===== src/rtl/upower_fetch_controller.sv =====
// Instruction-fetch sequencer: owns the PC, issues 1-cycle-latency reads, buffers replies for decode.
// Define FETCH_PERF_EN to add the perf_fetched / perf_stall counters.
module upower_fetch_controller #(
  parameter int                    ADDR_WIDTH = 32,
  parameter int                    FIFO_DEPTH = 2,
  parameter logic [ADDR_WIDTH-1:0] RESET_PC   = '0,
  parameter int                    PROG_WORDS = 3
) (
  input  logic                  clk,
  input  logic                  reset_n,
  input  logic                  start,
  output logic                  imem_req,
  output logic [ADDR_WIDTH-1:0] imem_addr,
  input  logic [31:0]           imem_rdata,
  output logic                  instr_valid,
  input  logic                  instr_ready,
  output logic [31:0]           instr,
  output logic [ADDR_WIDTH-1:0] instr_pc,
  input  logic                  redirect_valid,
  input  logic [ADDR_WIDTH-1:0] redirect_pc,
  output logic                  busy,
`ifdef FETCH_PERF_EN
  output logic [31:0]           perf_fetched,
  output logic [31:0]           perf_stall,
`endif
  output logic                  done
);
  localparam int PTR_W = $clog2(FIFO_DEPTH);
  localparam int CNT_W = PTR_W + 1;
  localparam logic [ADDR_WIDTH-1:0] END_PC  = ADDR_WIDTH'(PROG_WORDS);
  localparam logic [ADDR_WIDTH-1:0] PC_ONE  = 1;
  localparam logic [PTR_W-1:0]      PTR_ONE = 1;
  localparam logic [CNT_W-1:0]      CNT_ONE = 1;

  typedef enum logic [1:0] {S_IDLE, S_RUN, S_FLUSH, S_DONE} state_t;

  state_t                state;
  logic [ADDR_WIDTH-1:0] pc;
  logic [ADDR_WIDTH-1:0] req_pc;
  logic                  inflight;
  logic [PTR_W-1:0]      wr_ptr;
  logic [PTR_W-1:0]      rd_ptr;
  logic [CNT_W-1:0]      count;
  logic [31:0]           fifo_instr [FIFO_DEPTH];
  logic [ADDR_WIDTH-1:0] fifo_pc    [FIFO_DEPTH];

  logic           fifo_empty;
  logic           push;
  logic           pop;
  logic           pc_at_end;
  logic [CNT_W:0] slots_used;
  logic [CNT_W:0] slot_limit;

  assign fifo_empty = (count == '0);
  assign pc_at_end  = (pc >= END_PC);
  assign pop        = instr_valid && instr_ready;
  assign push       = (state == S_RUN) && inflight && !redirect_valid;

  // A pop this cycle frees a slot before the reply lands, which keeps 1 instr/cycle with depth 2.
  assign slots_used = {1'b0, count} + {{CNT_W{1'b0}}, inflight};
  assign slot_limit = (CNT_W+1)'(FIFO_DEPTH) + {{CNT_W{1'b0}}, pop};

  assign imem_req    = (state == S_RUN) && !redirect_valid && !pc_at_end && (slots_used < slot_limit);
  assign imem_addr   = pc;
  assign instr_valid = !fifo_empty && !redirect_valid;
  assign instr       = fifo_empty ? '0 : fifo_instr[rd_ptr];
  assign instr_pc    = fifo_empty ? '0 : fifo_pc[rd_ptr];
  assign busy        = (state == S_RUN) || (state == S_FLUSH);
  assign done        = (state == S_DONE);

  always_ff @(posedge clk or negedge reset_n) begin
    if (!reset_n) begin
      state    <= S_IDLE;
      pc       <= RESET_PC;
      req_pc   <= '0;
      inflight <= 1'b0;
      wr_ptr   <= '0;
      rd_ptr   <= '0;
      count    <= '0;
    end else begin
      inflight <= imem_req;
      if (imem_req) begin
        pc     <= pc + PC_ONE;
        req_pc <= pc;
      end
      if (push) wr_ptr <= wr_ptr + PTR_ONE;
      if (pop)  rd_ptr <= rd_ptr + PTR_ONE;
      if (push && !pop)      count <= count + CNT_ONE;
      else if (pop && !push) count <= count - CNT_ONE;

      // Later assignments below (clear, PC load) override the datapath updates above.
      case (state)
        S_IDLE, S_DONE: begin
          if (start) begin
            state  <= S_RUN;
            pc     <= RESET_PC;
            wr_ptr <= '0;
            rd_ptr <= '0;
            count  <= '0;
          end
        end
        S_RUN: begin
          if (redirect_valid) begin
            pc     <= redirect_pc;
            wr_ptr <= '0;
            rd_ptr <= '0;
            count  <= '0;
            if (redirect_pc >= END_PC) state <= S_DONE;
            else if (inflight)         state <= S_FLUSH;
          end else if (pc_at_end && !inflight && fifo_empty) begin
            state <= S_DONE;
          end
        end
        S_FLUSH: begin
          if (redirect_valid) begin
            pc     <= redirect_pc;
            wr_ptr <= '0;
            rd_ptr <= '0;
            count  <= '0;
          end
          state <= (redirect_valid && (redirect_pc >= END_PC)) ? S_DONE : S_RUN;
        end
        default: state <= S_IDLE;
      endcase
    end
  end

  always_ff @(posedge clk) begin
    if (push) begin
      fifo_instr[wr_ptr] <= imem_rdata;
      fifo_pc[wr_ptr]    <= req_pc;
    end
  end

`ifdef FETCH_PERF_EN
  logic stall_cycle;
  logic start_accept;

  assign stall_cycle  = (state == S_RUN) && instr_valid && !instr_ready;
  assign start_accept = start && ((state == S_IDLE) || (state == S_DONE));

  always_ff @(posedge clk or negedge reset_n) begin
    if (!reset_n) begin
      perf_fetched <= '0;
      perf_stall   <= '0;
    end else if (start_accept) begin
      perf_fetched <= '0;
      perf_stall   <= '0;
    end else begin
      if (push && (perf_fetched != '1))      perf_fetched <= perf_fetched + 32'd1;
      if (stall_cycle && (perf_stall != '1)) perf_stall   <= perf_stall + 32'd1;
    end
  end
`endif

endmodule


===== config.mk =====
export PLATFORM = sky130hd
export DESIGN_NAME = upower_fetch_controller
export DESIGN_NICKNAME = d
export VERILOG_FILES = /design/src/rtl/upower_fetch_controller.sv
export SDC_FILE = /design/constraint.sdc
export NUM_CORES = 1
export LEC_CHECK = 0
export ABC_AREA = 1
export BUFFER_PORTS_ARGS = -buffer_cell sky130_fd_sc_hd__buf_2
export CORE_MARGIN = 3
export CORE_UTILIZATION = 49
export CTS_CLUSTER_DIAMETER = 60
export DETAILED_ROUTE_END_ITERATION = 10
export HOLD_SLACK_MARGIN = 0.08
export PLACE_DENSITY = 0.79
export SLEW_MARGIN = 5
export SYNTH_ARGS = -nofsm -noshare
export SYNTH_HDL_FRONTEND = slang
export SYNTH_SLANG_ARGS = --single-unit

===== constraint.sdc =====
create_clock -name clk -period 3.05 [get_ports clk]
set_clock_uncertainty 0.05 [all_clocks]
set_input_delay 0.1525 -clock clk [delete_from_list [all_inputs] [get_ports clk]]
set_output_delay 0.1525 -clock clk [all_outputs]
set_load 0.02 [all_outputs]

### After elaboration in Yosys (flattened, before gate mapping)

Memory sizes are Yosys's and may differ from the RTL's.
Index checks and enable logic that the tools add are counted.

| word-level totals | value |
|---|---|
| bits of input ports | 69 |
| RAM bits | 128 |
| memories kept | 2 |
| register bits after elaboration | 71 |

Memory list:

| memory | words | bits a word | rd ports | clocked after Yosys merged registers in | write ports | line | text |
|---|---|---|---|---|---|---|---|
| fifo_instr | 2 | 32 | 1 | 0 | 1 | 44 | `logic [31:0] fifo_instr [FIFO_DEPTH];` |
| fifo_pc | 2 | 32 | 1 | 0 | 1 | 45 | `logic [ADDR_WIDTH-1:0] fifo_pc [FIFO_DEPTH];` |

| cells by class | value |
|---|---|
| add/subtract/negate cells | 7 |
| equality and inequality tests | 6 |
| reductions and logical operators | 24 |
| multiplexer cells | 28 |
| order comparisons | 3 |

Operators with widths:

| operator | count |
|---|---|
| 2-to-1 mux 32 bit | 5 |
| greater-or-equal comparator 32 x 2 -> 1 bit (second input constant) | 2 |
| case mux 32 bit (2 select lines) | 1 |
| adder 32 x 1 -> 32 bit (second input constant) | 1 |
| 2-to-1 mux 2 bit | 10 |
| logical AND 1 bit | 12 |
| 2-to-1 mux 1 bit | 8 |
| zero test 1 bit | 6 |
| case mux 2 bit (3 select lines) | 1 |
| equality test 2 bit (second input constant) | 2 |
| zero test 2 bit | 2 |
| != test 4 x 3 -> 1 bit (second input constant) | 1 |
| case mux 1 bit (2 select lines) | 2 |
| case mux 2 bit (2 select lines) | 1 |
| OR reduction 2 bit | 2 |
| adder 2 x 1 -> 3 bit | 1 |
| adder 2 x 1 -> 3 bit (first input constant) | 1 |
| < comparator 3 bit | 1 |
| != test 3 x 2 -> 1 bit (second input constant) | 1 |
| AND reduction 3 bit | 1 |
| adder 1 bit (second input constant) | 2 |
| adder 2 x 1 -> 2 bit (second input constant) | 1 |
| equality test 2 x 1 -> 1 bit (second input constant) | 1 |
| != test 2 bit (second input constant) | 1 |
| other kinds (2) | 2 |

### Longest topological paths before layout

Gate-level depths: netlist of run 1.

| logic depth | value |
|---|---|
| depth after elaboration | 10 |
| depth in mapped cells | 12 |

### Worst setup path after synthesis of run 1

OpenSTA, ideal clock, no wires.

| timing | value |
|---|---|
| path type | register to register |
| start | reg state[1] |
| end | mem fifo_instr[1][0] (enable) |
| period minus slack after synthesis | 2.962 ns |
| library setup time | 0.429 ns |
| cell stages (with the launch flop) | 6 |
| path slack | 0.088 ns |
| data arrival time | 2.483 ns |
| cells stage by stage | dfrtp_1 -> inv_1 -> ha_1 -> nand2_2 -> nor2_1 -> ha_1 |

| between the ends | value |
|---|---|
| cells in the longest elaborated chain, start to end | 5 |

RTL lines:

| element | line | text |
|---|---|---|
| start: declaration | 37 | `state_t state;` |
| start signal: assignment | 121 | `state <= (redirect_valid && (redirect_pc >= END_PC)) ? S_DONE : S_RUN;` |
| equality test 2 x 1 -> 1 bit | 57 | `assign push = (state == S_RUN) && inflight && !redirect_valid;` |
| logical AND 1 bit (2 in series) | 57 |  |
| 2-to-1 mux 1 bit | 129 | `if (push) begin` |
| 2-to-1 mux 1 bit (implied by the code) | 130 | `fifo_instr[wr_ptr] <= imem_rdata;` |
| end: declaration | 44 |  |

Every way passes these cells.

### Worst setup path in the final report of run 1

| timing | value |
|---|---|
| start | reg count[0] |
| end | out imem_req |

| between the ends | value |
|---|---|
| cells in the longest elaborated chain, start to end | 7 |
| elaborated cells between the ends (all ways) | 8 |
| those cells by class | 2 x add/sub; 1 x order compare; 5 x reduce/logical |

RTL lines:

| element | line | text |
|---|---|---|
| start: declaration | 43 | `logic [CNT_W-1:0] count;` |
| start signal: assignment | 88 | `if (push && !pop) count <= count + CNT_ONE;` |
| start signal: assignment | 89 | `else if (pop && !push) count <= count - CNT_ONE;` |
| zero test 2 bit | 54 | `assign fifo_empty = (count == '0);` |
| zero test 1 bit | 65 | `assign instr_valid = !fifo_empty && !redirect_valid;` |
| logical AND 1 bit | 65 |  |
| logical AND 1 bit | 56 | `assign pop = instr_valid && instr_ready;` |
| adder 2 x 1 -> 3 bit | 61 | `assign slot_limit = (CNT_W+1)'(FIFO_DEPTH) + {{CNT_W{1'b0}}, pop};` |
| < comparator 3 bit * | 63 | `assign imem_req = (state == S_RUN) && !redirect_valid && !pc_at_end && (slots_used < slot_limit);` |
| logical AND 1 bit * | 63 |  |
| end: declaration | 12 | `output logic imem_req,` |

Mark *: on every way between the ends. The rest lies on a longest branch, timed or not.

==> impl_metrics.py, run 1 <==
metrics = {
    "outcome": {
        "status": "finished, final reports clean",
    },
    "logic_synthesis": {
        "yosysWarnings": 0,
        "synth_cell_types": 27,
        "synthSimpleGateAreaFrac_pct": 13.2,
        "ys_async_sr_fraction_pct": 35.7,
        "synth_top_family_by_area": "simple AND/OR/NAND/NOR gates",
        "synth_flop_cell": "edfxtp_1",
        "synthAdderAreaFrac_pct": 1.44,
        "synth_area_um2": 7840,
        "synth.area.top_cells": "edfxtp_1 (49%), dfrtp_1 (23%), nor2_1 (10%)",
        "synth_top_area_cell": "edfxtp_1",
        "yosysMostFrequentCell": "nor2_1",
        "ys_ff_latch": 199,
        "muxShareOfSynthArea_pct": 0,
        "syn_area_per_cell_um2": 11.8,
        "syn_nets": 741,
        "yosysSeqAreaShare_pct": 71.7,
        "synth.top_cells.by_count": "nor2_1 (212), edfxtp_1 (128), dfrtp_1 (71)",
        "syn_inst": 663,
        "synthXorXnorAreaFrac_pct": 0,
        "synth_edf_count": 128,
        "synth_compound_area_share_pct": 8.95,
        "synth_top_area_share_pct": 49.0,
    },
    "clocking": {
        "clk_path_buf_depth": 2,
        "h-tree-depth": 4,
        "insertion_delay_ns": 0.41,
        "clock-sinks": 199,
        "cts_tree": "done",
        "cts_hold_buf": 66,
        "post_cts_buffers": 0,
        "numCtsBuffers": 17,
        "path_clk_slew_ns": 0.06,
        "postCtsResizedCells": 0,
        "cts-root-buf": "clkbuf_16",
    },
    "setup_path": {
        "endpoint_kind": "primary output",
        "cp_max_fo": 34,
        "start_kind": "flip-flop",
        "worstPathRequired_ns": 2.85,
        "cp_data_arrival_time_ns": 2.11,
        "path_class": "flip-flop to primary output",
    },
    "placement": {
        "portBuffers": 168,
        "gp_congestion": 0.801,
        "post-place-cells": 1014,
        "place_hpwl_mm": 9.73,
        "placed_area_um2": 8880,
        "place_ws_ns": 0.944,
    },
    "grt": {
        "grt_pass1_wl_mm": 28.0,
        "grtUsageMet1_pct": 24.7,
        "antenna_found_initial": 0,
        "grt_pass1_vias": 5700,
        "met2_usage_pct": 33.7,
        "use_met3_pct": 5.10,
        "grt-ovfl-total": 0,
        "grt_max_degree": 72,
        "grtUsageTotal_pct": 19.9,
        "grt_busiest_layer": "met2",
    },
    "die": {
        "ios": 169,
        "die-area_um2": 17600,
        "start_util_pct": 50.8,
        "core_region_area_um2": 15400,
        "die_h_um": 133,
        "fp.dieW_um": 133,
        "rows": 45,
    },
    "timing": {
        "period_needed_ns": 2.31,
        "hold_slack_ns": 0.137,
        "finalCritPeriodShare_pct": 75.8,
        "tightest_slew_ns": 0.918,
        "finalSetupTns_ns": 0,
        "fmax_mhz": 432,
        "hold_viol": 0,
        "slew_headroom_pct": 38.8,
        "setup_viol": 0,
        "rsz0062_at_grt": "no",
        "setup_slack_ns": 0.737,
        "finalMaxSlewViolations": 0,
    },
    "job": {
        "drv_cap": 0,
    },
    "final_layout": {
        "diodes": 0,
        "layout.nets": 966,
        "fin_cells": 1112,
        "syn_to_final_growth_pct": 29.0,
        "postLayoutCellArea_um2": 10100,
        "drive_above_1_share_pct": 24.2,
    },
    "drt": {
        "firstDrtPassIters": 5,
        "wl_mm": 17.4,
        "vias_per_cell": 5.10,
        "drc_errors": 0,
        "dr.first_iter.drc_count": 279,
        "antenna_left": 0,
        "wl_per_cell_um": 15.6,
        "vias": 5669,
    },
    "power_and_ir_drop": {
        "seqPwrFrac_pct": 47.9,
        "sw_frac_of_total_pct": 29.3,
        "ir_worst_vdd_uv": 650,
        "power_density_nw_per_um2": 702,
        "comb_power_share_pct": 21.6,
        "switchingPower_mw": 2.08,
        "power.leakage_nw": 4.57,
        "internal_power_mw": 5.02,
        "clkPwrFrac_pct": 30.5,
    },
    "hold_path": {
        "hp-class": "input port to flip-flop",
    },
}
==> cell families (layout without fill, tap and decap cells) <==
kind of cell / after synthesis / count (layout)
flip-flops: 199 / 199
buffers and inverters: 85 / 323
adder cells (fa/ha/maj): 9 / 9
AND/OR/NAND/NOR: 263 / 263
AO/OA/AOI/OAI: 107 / 107
==> layer usage <==
metal | vias to the layer above | share of wire, %
met3 | 37 | 7.6
met5 | - | 0
met2 | 253 | 49
met4 | 0 | 2.6
met1 | 2689 | 41
li1 | 2690 | -
==> cell usage in the layout, fill, tap and decap left out, types with 3 or more instances in the layout <==
cell           count
clkbuf_1           5
buf_2            167
edfxtp_1         128
nand2_1           39
dlygate4sd3_1     66
clkbuf_8           3
buf_12             4
dfrtp_1           70
inv_2              4
nor2_1           212
ha_1               7
clkbuf_16         17
a32o_1            30
nand3_1            4
buf_4              3
o21ai_0           70
inv_1             46
==> worst paths after layout <==
| path | start | to | slack, ns | cells past startpoint |
|---|---|---|---|---|
| setup / recovery | count[0] | imem_req | 0.74 | 9 |
| hold reg to reg | req_pc[4] | fifo_pc[1][4] | 0.42 | 0 |
| min in group asynchronous | reset_n | imem_addr[26] | 0.36 | 2 |
| setup reg to reg | state[0] | imem_addr[15] | 0.91 | 7 |
| max in group asynchronous | reset_n | rd_ptr | 1.96 | 2 |
| hold / removal | start | wr_ptr | 0.14 | 4 |
==> registers in the layout, summed over array words and instances, names as in the netlist, 2 cells and up <==
name and flops:
count 2, state 2, req_pc 32, fifo_pc 64, fifo_instr 64, imem_addr 32
==> critical path: stages (launching register included) <==
cell	delay, ns
dfrtp_1	0.39
inv_1	0.06
ha_1	0.27
nor2_8	0.12
nand2_4	0.07
o21ai_2	0.10
and2_4	0.15
nand2_4	0.07
inv_6	0.23
buf_2	0.22
==> power groups by stage <==
stage	logic, mW	clock network, mW	registers [mW]
floorplan	0.740	0	3.66
global placement	1.43	0	3.44
detailed placement	1.46	0	3.45
CTS	1.53	2.21	3.40
global route	1.69	2.29	3.43
finish	1.54	2.16	3.40
==> per-stage QoR <==
step | total power [mW] | util, %
final | 7.10 | 65.6
after global routing | 7.41 | 65.6
after CTS | 7.14 | 65.6
after detailed placement | 4.91 | 57.5
after global placement | 4.87 | 57.5
after floorplan | 4.40 | -
==> layout make-up <==
class / instances / area [µm²]
sequential: 199 / 5620
fill: 1105 / 5310
multi-input combinational: 379 / 1860
timing repair buffer: 240 / 1600
clock buffer: 25 / 485
tap: 211 / 264
inverter: 51 / 196
clock inverter: 7 / 93.8
Power figures use the tool's default switching activity.
==> run 2, diff against run 1 <==
==> constraint.sdc (replaced) <==
create_clock -name clk -period 1.9 [get_ports clk]
set_clock_uncertainty 0.05 [all_clocks]
set_input_delay 0.095 -clock clk [delete_from_list [all_inputs] [get_ports clk]]
set_output_delay 0.095 -clock clk [all_outputs]
set_load 0.02 [all_outputs]
==> run 2 against run 1 <==
The flow now finishes with violations (setup timing). Routed wire length up 14%. Utilization up 4.6 points. Setup slack worse by 0.82 ns. Sequential share of layout area down 3.7 points. Critical endpoint unchanged. Highest routed layer unchanged.
==> impl_metrics.py, run 2 (synthesis gave the netlist of run 1 again) <==
metrics = {
    "outcome": {
        "status": "complete, but fails checks",
        "violations": "setup timing",
    },
    "timing": {
        "period_needed_ns": 1.99,
        "setup_slack_ns": -0.0855,
        "hold_viol": 0,
        "tightest_slew_ns": 0.593,
        "setup_viol": 21,
        "slew_headroom_pct": 60.4,
        "finalSetupTns_ns": -0.362,
        "fmax_mhz": 504,
        "rsz0062_at_grt": "yes",
        "finalCritPeriodShare_pct": 105,
        "hold_slack_ns": 0.166,
        "finalMaxSlewViolations": 0,
    },
    "setup_path": {
        "endpoint_kind": "primary output",
        "cp_data_arrival_time_ns": 1.84,
        "rr_startpoint": "count[0]",
        "cp_max_fo": 3,
        "setup.worst_path.start": "count[0]",
        "r2r-end": "req_pc[15]",
        "rrSetupSlack_ns": -0.01,
        "worstPathRequired_ns": 1.75,
        "path_class": "flip-flop to primary output",
        "start_kind": "flip-flop",
        "r2r_cells": 12,
    },
    "clocking": {
        "clk_path_buf_depth": 2,
        "cts-root-buf": "clkbuf_16",
        "cts_tree": "done",
        "path_clk_slew_ns": 0.07,
        "insertion_delay_ns": 0.42,
        "h-tree-depth": 4,
        "numCtsBuffers": 17,
        "clock-sinks": 199,
    },
    "final_layout": {
        "top_regs": "fifo_instr (64), fifo_pc (64)",
        "nFillCells": 1025,
        "final_common_cell": "nor2_1",
        "layout.nets": 996,
        "mostFrequentLayoutCells": "nor2_1 (208), edfxtp_1 (128), buf_2 (102)",
        "postLayoutCellArea_um2": 10800,
        "drive_above_1_share_pct": 27.8,
        "diodes": 0,
        "syn_to_final_growth_pct": 38.1,
    },
    "drt": {
        "vias_per_cell": 5.16,
        "antenna_left": 0,
        "dr.first_iter.drc_count": 350,
        "wl_mm": 19.8,
        "vias": 5889,
        "drc_errors": 0,
        "wl_per_cell_um": 17.4,
        "firstDrtPassIters": 5,
    },
    "die": {
        "rows": 45,
        "core_region_area_um2": 15400,
        "die_h_um": 133,
        "ios": 169,
        "start_util_pct": 50.8,
        "die-area_um2": 17600,
        "fp.dieW_um": 133,
    },
    "power_and_ir_drop": {
        "ir_worst_vdd_uv": 1010,
        "power.leakage_nw": 4.76,
        "power_density_nw_per_um2": 1110,
    },
    "grt": {
        "grt_max_degree": 46,
        "grt_pass1_wl_mm": 31.0,
        "grtUsageTotal_pct": 22.4,
        "grt-ovfl-total": 0,
        "antenna_found_initial": 0,
        "grt_pass1_vias": 6082,
    },
    "placement": {
        "portBuffers": 168,
        "place_hpwl_mm": 11.0,
        "gp_congestion": 0.773,
        "placed_area_um2": 9080,
    },
    "job": {
        "drv_cap": 0,
    },
    "hold_path": {
        "hp-class": "input port to asynchronous set/reset pin",
    },
}
run 2: changes by cell type in the layout (fill, tap and decap cells not counted), moves of 5 or more:
cell / change
buf_4: +76
buf_2: -65
o21ai_0: -11
o21ai_1: +11
buf_12: +10
ha_1: -5
ha_4: +5
run 2: final cells by class:
class / instances / area [µm²] / area share [%]
clock buffers: 21 / 440 / 4.07
clock inverters: 11 / 149 / 1.37
inverters: 51 / 211 / 1.95
multi-input cells: 379 / 1940 / 17.9
flip-flops and latches: 199 / 5620 / 51.9
well taps: 211 / 264 / 2.44
repair buffers: 270 / 2200 / 20.3
run 2: worst max-delay path by stage:
stage / to / slack, ns
2_1_floorplan: fifo_instr[0][0] / 0.02
3_3_place_gp: fifo_instr[1][6] / 0.16
3_5_place_dp: imem_addr[11] / 0.10
4_1_cts: instr[31] / -0.05
5_1_grt: imem_req / -0.16
6_report: imem_req / -0.09
run 2: what timing repair did:
item	CTS	global route
buffers inserted	7	5
hold buffers	68	0
gates resized for setup	71	36
endpoints found under the hold margin	170	0
endpoints found under the setup margin	66	114
gates cloned	2	2
pin swaps	7	10
run 2: power by group:
part | switching [mW] | leakage [nW] | total, mW | internal, mW
Combinational | 1.67 | 2.49 | 2.92 | 1.25
Clock | 1.50 | 0.280 | 3.58 | 2.08
Sequential | 0.393 | 1.98 | 5.48 | 5.09
Total | 3.57 | 4.76 | 12.0 | 8.42
run 2: critical path, stage by stage, from the launching register on:
cell     delay, ns
dfrtp_1       0.40
buf_4         0.15
ha_2          0.19
ha_4          0.26
o21ai_2       0.04
and2_4        0.13
nand2_4       0.08
inv_8         0.04
buf_6         0.12
run 2: metrics by stage:
stage / setup WS, ns / instances / power (mW) / util [%]
2_1_floorplan: 0.0174 / 663 / 7.06 / -
3_3_place_gp: 0.155 / 1027 / 7.97 / 58.8
3_5_place_dp: 0.104 / 1027 / 8.03 / 58.8
4_1_cts: -0.0451 / 1136 / 11.7 / 69.1
5_1_grt: -0.163 / 1142 / 12.5 / 70.2
6_report: -0.0855 / 1142 / 12.0 / 70.2
run 2: layer usage:
layer  global-route usage [%]  share of wire (%)
met5                        0                  0
met4                     7.62                1.9
met3                     6.39                8.5
met2                     38.9                 51
met1                     26.9                 39
